[src/rtl/rr_merge_sched_pkg.sv]
`default_nettype none
// +----------------------------------------------------------------------+
// | rr_merge_sched_pkg : shared types and helpers for the RR merge       |
// | Revision: 1.0                                                        |
// +----------------------------------------------------------------------+
package rr_merge_sched_pkg;

    localparam int MAX_IN = 16;

    typedef enum logic [1:0] {
        ST_IDLE    = 2'd0,
        ST_SEND    = 2'd1,
        ST_OUT_RTZ = 2'd2,
        ST_IN_RTZ  = 2'd3
    } state_t;

    function automatic int idx_width(input int n);
        return (n <= 1) ? 1 : $clog2(n);
    endfunction

    // Bit i moves to position (i + sh) mod n; sh must lie in 0..n.
    function automatic logic [MAX_IN-1:0] rotl(input logic [MAX_IN-1:0] v,
                                               input int sh, input int n);
        logic [MAX_IN-1:0] r;
        int                k;
        r = '0;
        for (int i = 0; i < MAX_IN; i++) begin
            if (i < n) begin
                k = i + sh;
                if (k >= n) k = k - n;
                r[k] = v[i];
            end
        end
        return r;
    endfunction

endpackage
`default_nettype wire

[src/rtl/rr_merge_sched_if.sv]
`default_nettype none
// +----------------------------------------------------------------------+
// | rr_merge_sched_if : producer-side and consumer-side handshake bundle |
// | Revision: 1.0                                                        |
// +----------------------------------------------------------------------+
interface rr_merge_sched_if
    import rr_merge_sched_pkg::*;
#(
    parameter int NUM_IN = 2,
    parameter int WIDTH  = 8,
    parameter int CNT_W  = 16
) ();
    localparam int IDX_W = idx_width(NUM_IN);

    logic [NUM_IN-1:0]       in_req;
    logic [NUM_IN*WIDTH-1:0] in_data;
    logic [NUM_IN-1:0]       in_ack;
    logic                    out_req;
    logic [WIDTH-1:0]        out_data;
    logic                    out_ack;
    logic                    busy;
    logic [IDX_W-1:0]        last_grant;
    logic [CNT_W-1:0]        grant_count;

    modport slave (
        input  in_req, in_data, out_ack,
        output in_ack, out_req, out_data, busy, last_grant, grant_count
    );

    modport master (
        output in_req, in_data, out_ack,
        input  in_ack, out_req, out_data, busy, last_grant, grant_count
    );
endinterface
`default_nettype wire

[src/rtl/rr_merge_sched_rr_pick.sv]
`default_nettype none
// +----------------------------------------------------------------------+
// | rr_merge_sched_rr_pick : rotating-priority picker starting at i_ptr  |
// | Revision: 1.0                                                        |
// +----------------------------------------------------------------------+
module rr_merge_sched_rr_pick
    import rr_merge_sched_pkg::*;
#(
    parameter int NUM_IN = 2,
    parameter int IDX_W  = 1
) (
    input  wire logic [NUM_IN-1:0] i_req,
    input  wire logic [IDX_W-1:0]  i_ptr,
    output logic      [NUM_IN-1:0] o_grant,
    output logic      [IDX_W-1:0]  o_idx,
    output logic                   o_any
);
    logic [MAX_IN-1:0] w_rot;

    always_comb begin
        int k;
        k       = 0;
        // After rotation, bit j holds the request of channel (j + ptr) mod NUM_IN.
        w_rot   = rotl(MAX_IN'(i_req), NUM_IN - int'(i_ptr), NUM_IN);
        o_grant = '0;
        o_idx   = '0;
        o_any   = 1'b0;
        for (int j = 0; j < MAX_IN; j++) begin
            if (j < NUM_IN && !o_any && w_rot[j]) begin
                o_any = 1'b1;
                k     = j + int'(i_ptr);
                if (k >= NUM_IN) k = k - NUM_IN;
                o_idx      = IDX_W'(k);
                o_grant[k] = 1'b1;
            end
        end
    end
endmodule
`default_nettype wire

[src/rtl/rr_merge_sched.sv]
`default_nettype none
// +----------------------------------------------------------------------+
// | rr_merge_sched : fair round-robin merge of four-phase channels       |
// | Revision: 1.0                                                        |
// +----------------------------------------------------------------------+
module rr_merge_sched
    import rr_merge_sched_pkg::*;
#(
    parameter int NUM_IN = 2,
    parameter int WIDTH  = 8,
    parameter int CNT_W  = 16
) (
    input wire logic        clk,
    input wire logic        reset,
    rr_merge_sched_if.slave bus
);
    localparam int IDX_W = idx_width(NUM_IN);

    state_t              r_state;
    state_t              w_state_next;
    logic [NUM_IN-1:0]   r_in_ack;
    logic [NUM_IN-1:0]   r_g_oh;
    logic [IDX_W-1:0]    r_g;
    logic [IDX_W-1:0]    r_ptr;
    logic [IDX_W-1:0]    r_last_grant;
    logic [WIDTH-1:0]    r_out_data;
    logic                r_out_req;
    logic                r_busy;
    logic [CNT_W-1:0]    r_grant_count;

    logic [NUM_IN-1:0]   w_elig;
    logic [NUM_IN-1:0]   w_pick_grant;
    logic [IDX_W-1:0]    w_pick_idx;
    logic                w_pick_any;
    logic [IDX_W-1:0]    w_ptr_next;
    logic                w_load;
    logic                w_send_done;
    logic                w_ack_set;
    logic                w_done;

    assign w_elig = bus.in_req & ~r_in_ack;

    rr_merge_sched_rr_pick #(
        .NUM_IN (NUM_IN),
        .IDX_W  (IDX_W)
    ) u_pick (
        .i_req   (w_elig),
        .i_ptr   (r_ptr),
        .o_grant (w_pick_grant),
        .o_idx   (w_pick_idx),
        .o_any   (w_pick_any)
    );

    always_ff @(posedge clk or posedge reset) begin
        if (reset) r_state <= ST_IDLE;
        else       r_state <= w_state_next;
    end

    always_comb begin
        w_state_next = r_state;
        case (r_state)
            ST_IDLE:    if (w_pick_any)                     w_state_next = ST_SEND;
            ST_SEND:    if (bus.out_ack)                    w_state_next = ST_OUT_RTZ;
            ST_OUT_RTZ: if (!bus.out_ack)                   w_state_next = ST_IN_RTZ;
            ST_IN_RTZ:  if ((bus.in_req & r_g_oh) == '0)    w_state_next = ST_IDLE;
            default:                                        w_state_next = ST_IDLE;
        endcase
    end

    always_comb begin
        w_load      = (r_state == ST_IDLE)    && w_pick_any;
        w_send_done = (r_state == ST_SEND)    && bus.out_ack;
        w_ack_set   = (r_state == ST_OUT_RTZ) && !bus.out_ack;
        w_done      = (r_state == ST_IN_RTZ)  && ((bus.in_req & r_g_oh) == '0);
        if (int'(r_g) + 1 >= NUM_IN) w_ptr_next = '0;
        else                         w_ptr_next = r_g + 1'b1;
    end

    always_ff @(posedge clk or posedge reset) begin
        if (reset) begin
            r_in_ack      <= '0;
            r_g_oh        <= '0;
            r_g           <= '0;
            r_ptr         <= '0;
            r_last_grant  <= '0;
            r_out_data    <= '0;
            r_out_req     <= 1'b0;
            r_busy        <= 1'b0;
            r_grant_count <= '0;
        end else begin
            r_busy <= (w_state_next != ST_IDLE);
            if (w_load) begin
                r_g        <= w_pick_idx;
                r_g_oh     <= w_pick_grant;
                r_out_data <= bus.in_data[int'(w_pick_idx)*WIDTH +: WIDTH];
                r_out_req  <= 1'b1;
            end
            if (w_send_done) r_out_req <= 1'b0;
            if (w_ack_set)   r_in_ack  <= r_g_oh;
            // The producer has returned to zero: release it and rotate priority past it.
            if (w_done) begin
                r_in_ack      <= '0;
                r_ptr         <= w_ptr_next;
                r_last_grant  <= r_g;
                r_grant_count <= r_grant_count + 1'b1;
            end
        end
    end

    assign bus.in_ack      = r_in_ack;
    assign bus.out_req     = r_out_req;
    assign bus.out_data    = r_out_data;
    assign bus.busy        = r_busy;
    assign bus.last_grant  = r_last_grant;
    assign bus.grant_count = r_grant_count;
endmodule
`default_nettype wire

[src/flat_wrapper.sv]
// flat-port wrapper written by rule: the top's interface ports become plain ports
module rr_merge_sched_flat import rr_merge_sched_pkg::*;
#(
    parameter int NUM_IN = 2,
    parameter int WIDTH  = 8,
    parameter int CNT_W  = 16
)
  (clk, reset, bus_in_req, bus_in_data, bus_out_ack, bus_in_ack, bus_out_req, bus_out_data, bus_busy, bus_last_grant, bus_grant_count);
  rr_merge_sched_if #(.NUM_IN(NUM_IN), .WIDTH(WIDTH), .CNT_W(CNT_W)) bus_i ();
  input wire logic clk;
  input wire logic reset;
  input wire logic [$bits(bus_i.in_req)-1:0] bus_in_req;
  input wire logic [$bits(bus_i.in_data)-1:0] bus_in_data;
  input wire logic [$bits(bus_i.out_ack)-1:0] bus_out_ack;
  output wire logic [$bits(bus_i.in_ack)-1:0] bus_in_ack;
  output wire logic [$bits(bus_i.out_req)-1:0] bus_out_req;
  output wire logic [$bits(bus_i.out_data)-1:0] bus_out_data;
  output wire logic [$bits(bus_i.busy)-1:0] bus_busy;
  output wire logic [$bits(bus_i.last_grant)-1:0] bus_last_grant;
  output wire logic [$bits(bus_i.grant_count)-1:0] bus_grant_count;
  assign bus_i.in_req = bus_in_req;
  assign bus_i.in_data = bus_in_data;
  assign bus_i.out_ack = bus_out_ack;
  assign bus_in_ack = bus_i.in_ack;
  assign bus_out_req = bus_i.out_req;
  assign bus_out_data = bus_i.out_data;
  assign bus_busy = bus_i.busy;
  assign bus_last_grant = bus_i.last_grant;
  assign bus_grant_count = bus_i.grant_count;
  rr_merge_sched #(.NUM_IN(NUM_IN), .WIDTH(WIDTH), .CNT_W(CNT_W)) u_core (.clk(clk), .reset(reset), .bus(bus_i));
endmodule
[config.mk]
export PLATFORM = sky130hd
export DESIGN_NAME = rr_merge_sched_flat
export DESIGN_NICKNAME = d
export VERILOG_FILES = /design/src/rtl/rr_merge_sched_pkg.sv /design/src/rtl/rr_merge_sched_if.sv /design/src/rtl/rr_merge_sched_rr_pick.sv /design/src/rtl/rr_merge_sched.sv /design/src/flat_wrapper.sv
export SDC_FILE = /design/constraint.sdc
export NUM_CORES = 1
export LEC_CHECK = 0
export ABC_AREA = 1
export BUFFER_PORTS_ARGS = -buffer_cell sky130_fd_sc_hd__buf_2
export CORE_MARGIN = 8
export CORE_UTILIZATION = 53
export CTS_BUF_LIST = sky130_fd_sc_hd__clkbuf_8
export CTS_CLUSTER_DIAMETER = 60
export CTS_CLUSTER_SIZE = 24
export DETAILED_ROUTE_END_ITERATION = 8
export PLACE_DENSITY = 0.81
export SLEW_MARGIN = 25
export SYNTH_ARGS = -nofsm -noshare
export SYNTH_HDL_FRONTEND = slang
export SYNTH_HIERARCHICAL = 1
export SYNTH_SLANG_ARGS = --single-unit
[constraint.sdc]
create_clock -name clk -period 1.5 [get_ports clk]
set_input_delay 0.3 -clock clk [delete_from_list [all_inputs] [get_ports clk]]
set_output_delay 0.3 -clock clk [all_outputs]
set_load 0.05 [all_outputs]
==> summary.txt <==
Cells and area
  – Design area: 2190 sq um
  – Share of cells above drive strength 1: 30.5%
  – Antenna Cells: 0
  – Fin nets: 293
  – Final std cells w/o fill: 316
  – Layout area overhead: 28.1%

STA
  – Max Clock Freq: 701 MHz
  – Worst-margin pin slew: 0.437 ns
  – Tmin final: 1.43 ns
  – Hold WS: 0.108 ns
  – Worst Skew: 0.00588 ns
  – Final period util: 95.1%
  – Max-Slew Margin vs Limit: 70.9%
  – Max-slew violation count: 0
  – Setup violators final: 0
  – Final Hold Vio Count: 0

Clock tree
  – Num CTS Buffers: 5
  – CTS max path bufs: 2
  – Clock Latency Late Sink: 0.28 ns
  – Clock root cell: clkbuf_8
  – H-tree depth: 2
  – # hold bufs at CTS: 0
  – Clock sinks: 35
  – Worst-path clk slew: 0.07 ns
  – CTS tree: built

Global route
  – Initial antenna violation count: 0
  – Number of global-route vias before repair: 1517
  – Congestion Overflow GR: 0
  – First-pass GRT wire length: 6.49 mm
  – Total GRT Usage: 15.3%
  – Largest net degree at the start of global routing: 36

Place
  – PortBufs: 49
  – DP HPWL: 2.80 mm
  – Final GP Congestion: 0.809
  – DP Area: 2050 sq um
  – Placed instance count: 305

Floorplanning
  – DIE AREA: 5310 sq um
  – Io pins: 50
  – Die Y-Extent: 72.9 microns
  – Rows: 20
  – Horiz. Die Dim: 72.9 microns
  – Core area: 3050 sq um
  – Initial Util: 56.1%

Synth
  – Post-synth ARST share: 100%
  – Post-synth EDFFs: 0
  – Sequential area share after synthesis: 51.1%
  – Netlist Area Pre-Place: 1710 sq um
  – Dominant cell type by area after synthesis: dfrtp_1
  – Synth Net Count: 232
  – Library cells used by synthesis: 23
  – Synth top area cells: dfrtp_1, nand2_1, nor2_1, inv_1, xnor2_1
  – Top-count cell post-synth: nand2_1
  – Synth cell count leaders: nand2_1, dfrtp_1, nor2_1
  – #FFs+latches synth: 35
  – Synth warnings: 6
  – Area share of the largest cell type after synthesis: 51.1%
  – Syn avg cell area: 8.16 sq um
  – Cells after synthesis: 210
  – Top FF cell, synth: dfrtp_1

Setup path
  – R2R setup slack: 0.07 ns
  – CP required: 1.66 ns
  – WS Path Type: reg -> reg
  – Crit. End Element: flip-flop
  – Arrival time at the worst endpoint: 1.59 ns
  – Crit start category: flip-flop
  – Crit-path max FO: 4

Route
  – Drt drc: 0
  – Routed WL: 3.77 mm
  – Vias per inst: 4.87
  – Drt pass-1 iters: 4
  – Wire per inst: 11.9 microns
  – Vias: 1540
  – Initial drt markers: 74
  – Post-DRT Antenna Nets: 0

Run status
  – Status: completed

Run
  – Max-cap violations: 0

Power
  – Pwr Density: 1990 nW/um^2
  – Switch Pwr: 0.00212 W
  – Int Power: 0.00225 W
  – Leak: 1.15 nW
  – Switching Share: 48.4%
  – Clock Power Share: 14.2%
  – Total power: 0.00437 W
  – Comb power frac: 51.3%
  – VDD IR max: 1250 uV
  – Reg power frac: 34.4%

Min path
  – Worst Hold Class: in -> async
## area by class of cell
class                      instances  area, sq um
inverter                          21         78.8
clock inverter                     3         12.5
fill                             266          858
multi-input combinational        150          756
clock buffer                       5         68.8
timing repair buffer              58          343
sequential                        35          881
tap                               44         55.1
## metal layers
layer	up-vias	routed length (microns)	track usage, %	part of all wire, %
li1	782	-	-	-
met1	713	1520	16.1	40
met2	43	1930	26.9	51
met3	2	314	6.04	8.3
met4	0	9	5.33	0.24
met5	-	0	0	0
## power by group through the flow
stage | clock network, W | logic (W) | registers (W)
after CTS | 0.000647 | 0.00215 | 0.00150
final | 0.000623 | 0.00224 | 0.00151
after detailed placement | 0 | 0.00215 | 0.00151
after floorplan | 0 | 0.000834 | 0.00227
after global placement | 0 | 0.00211 | 0.00150
after global routing | 0.000686 | 0.00245 | 0.00155
## logic make-up (layout without fill, tap and decap cells)
kind of cell               after synthesis  count (layout)  synth area share (%)
adders and majority gates                1               1                 0.730
buffers and inverters                   25              87                  5.92
and+or+nand+nor                        122             122                  31.3
xor gates and xnor gates                11              11                  5.62
DFF                                     35              35                  51.1
AOI/OAI and AO/OA                       16              16                  5.26
## stage by stage
stage / setup TNS, ns / utilization (%) / worst slack, ns
floorplan: 0 / - / 0.0144
global placement: 0 / 67.3 / 0.110
detailed placement: 0 / 67.3 / 0.0287
CTS: 0 / 69.9 / 0.0285
global route: -0.0649 / 71.9 / -0.0156
finish: 0 / 71.9 / 0.0740
## layout by cell type, fill, tap and decap left out, drive strengths merged
master   n
nand2   75
buf     57
dfrtp   35
nor2    30
inv     22
nand3   11
a31oi    8
o21ai    8
xnor2    6
clkbuf   6
xor2     5
nand4    4
clkinv   2
nor3     1
or3      1
ha       1
## registers in the layout, summed over array words and instances (netlist names)
register / count
u_core/bus.out_data: 8
u_core/r_ptr: 1
u_core/bus.grant_count: 16
u_core/bus.busy: 1
u_core/bus.out_req: 1
u_core/r_g: 1
u_core/r_state: 2
u_core/r_g_oh: 2
u_core/bus.in_ack: 2
u_core/bus.last_grant: 1
## final timing paths
path / startpoint / depth (start not counted) / to
setup / recovery: u_core/bus.in_ack[0] / 10 / u_core/r_g_oh[1]
hold / removal: reset / 3 / u_core/bus.out_data[5]
setup reg to reg: u_core/bus.in_ack[0] / 10 / u_core/r_g_oh[1]
hold reg to reg: u_core/r_g / 1 / u_core/r_ptr
max in group asynchronous: reset / 3 / u_core/bus.grant_count[0]
min in group clk: bus_in_data[7] / 3 / u_core/bus.out_data[7]
## what timing repair did
action | in CTS | in global routing
endpoints found under the setup margin | 0 | 12
resized for setup | 0 | 9
setup buffers | 0 | 2
## critical path, stage by stage (launching register included)
cell and delay, ns:
dfrtp_2 0.42, nor2_2 0.11, inv_2 0.06, nor2_4 0.12
nor2_1 0.05, nand2_1 0.08, nand2_2 0.07, inv_2 0.12
buf_4 0.12, buf_4 0.10, o21ai_0 0.06
Power figures use the tool's default switching activity.
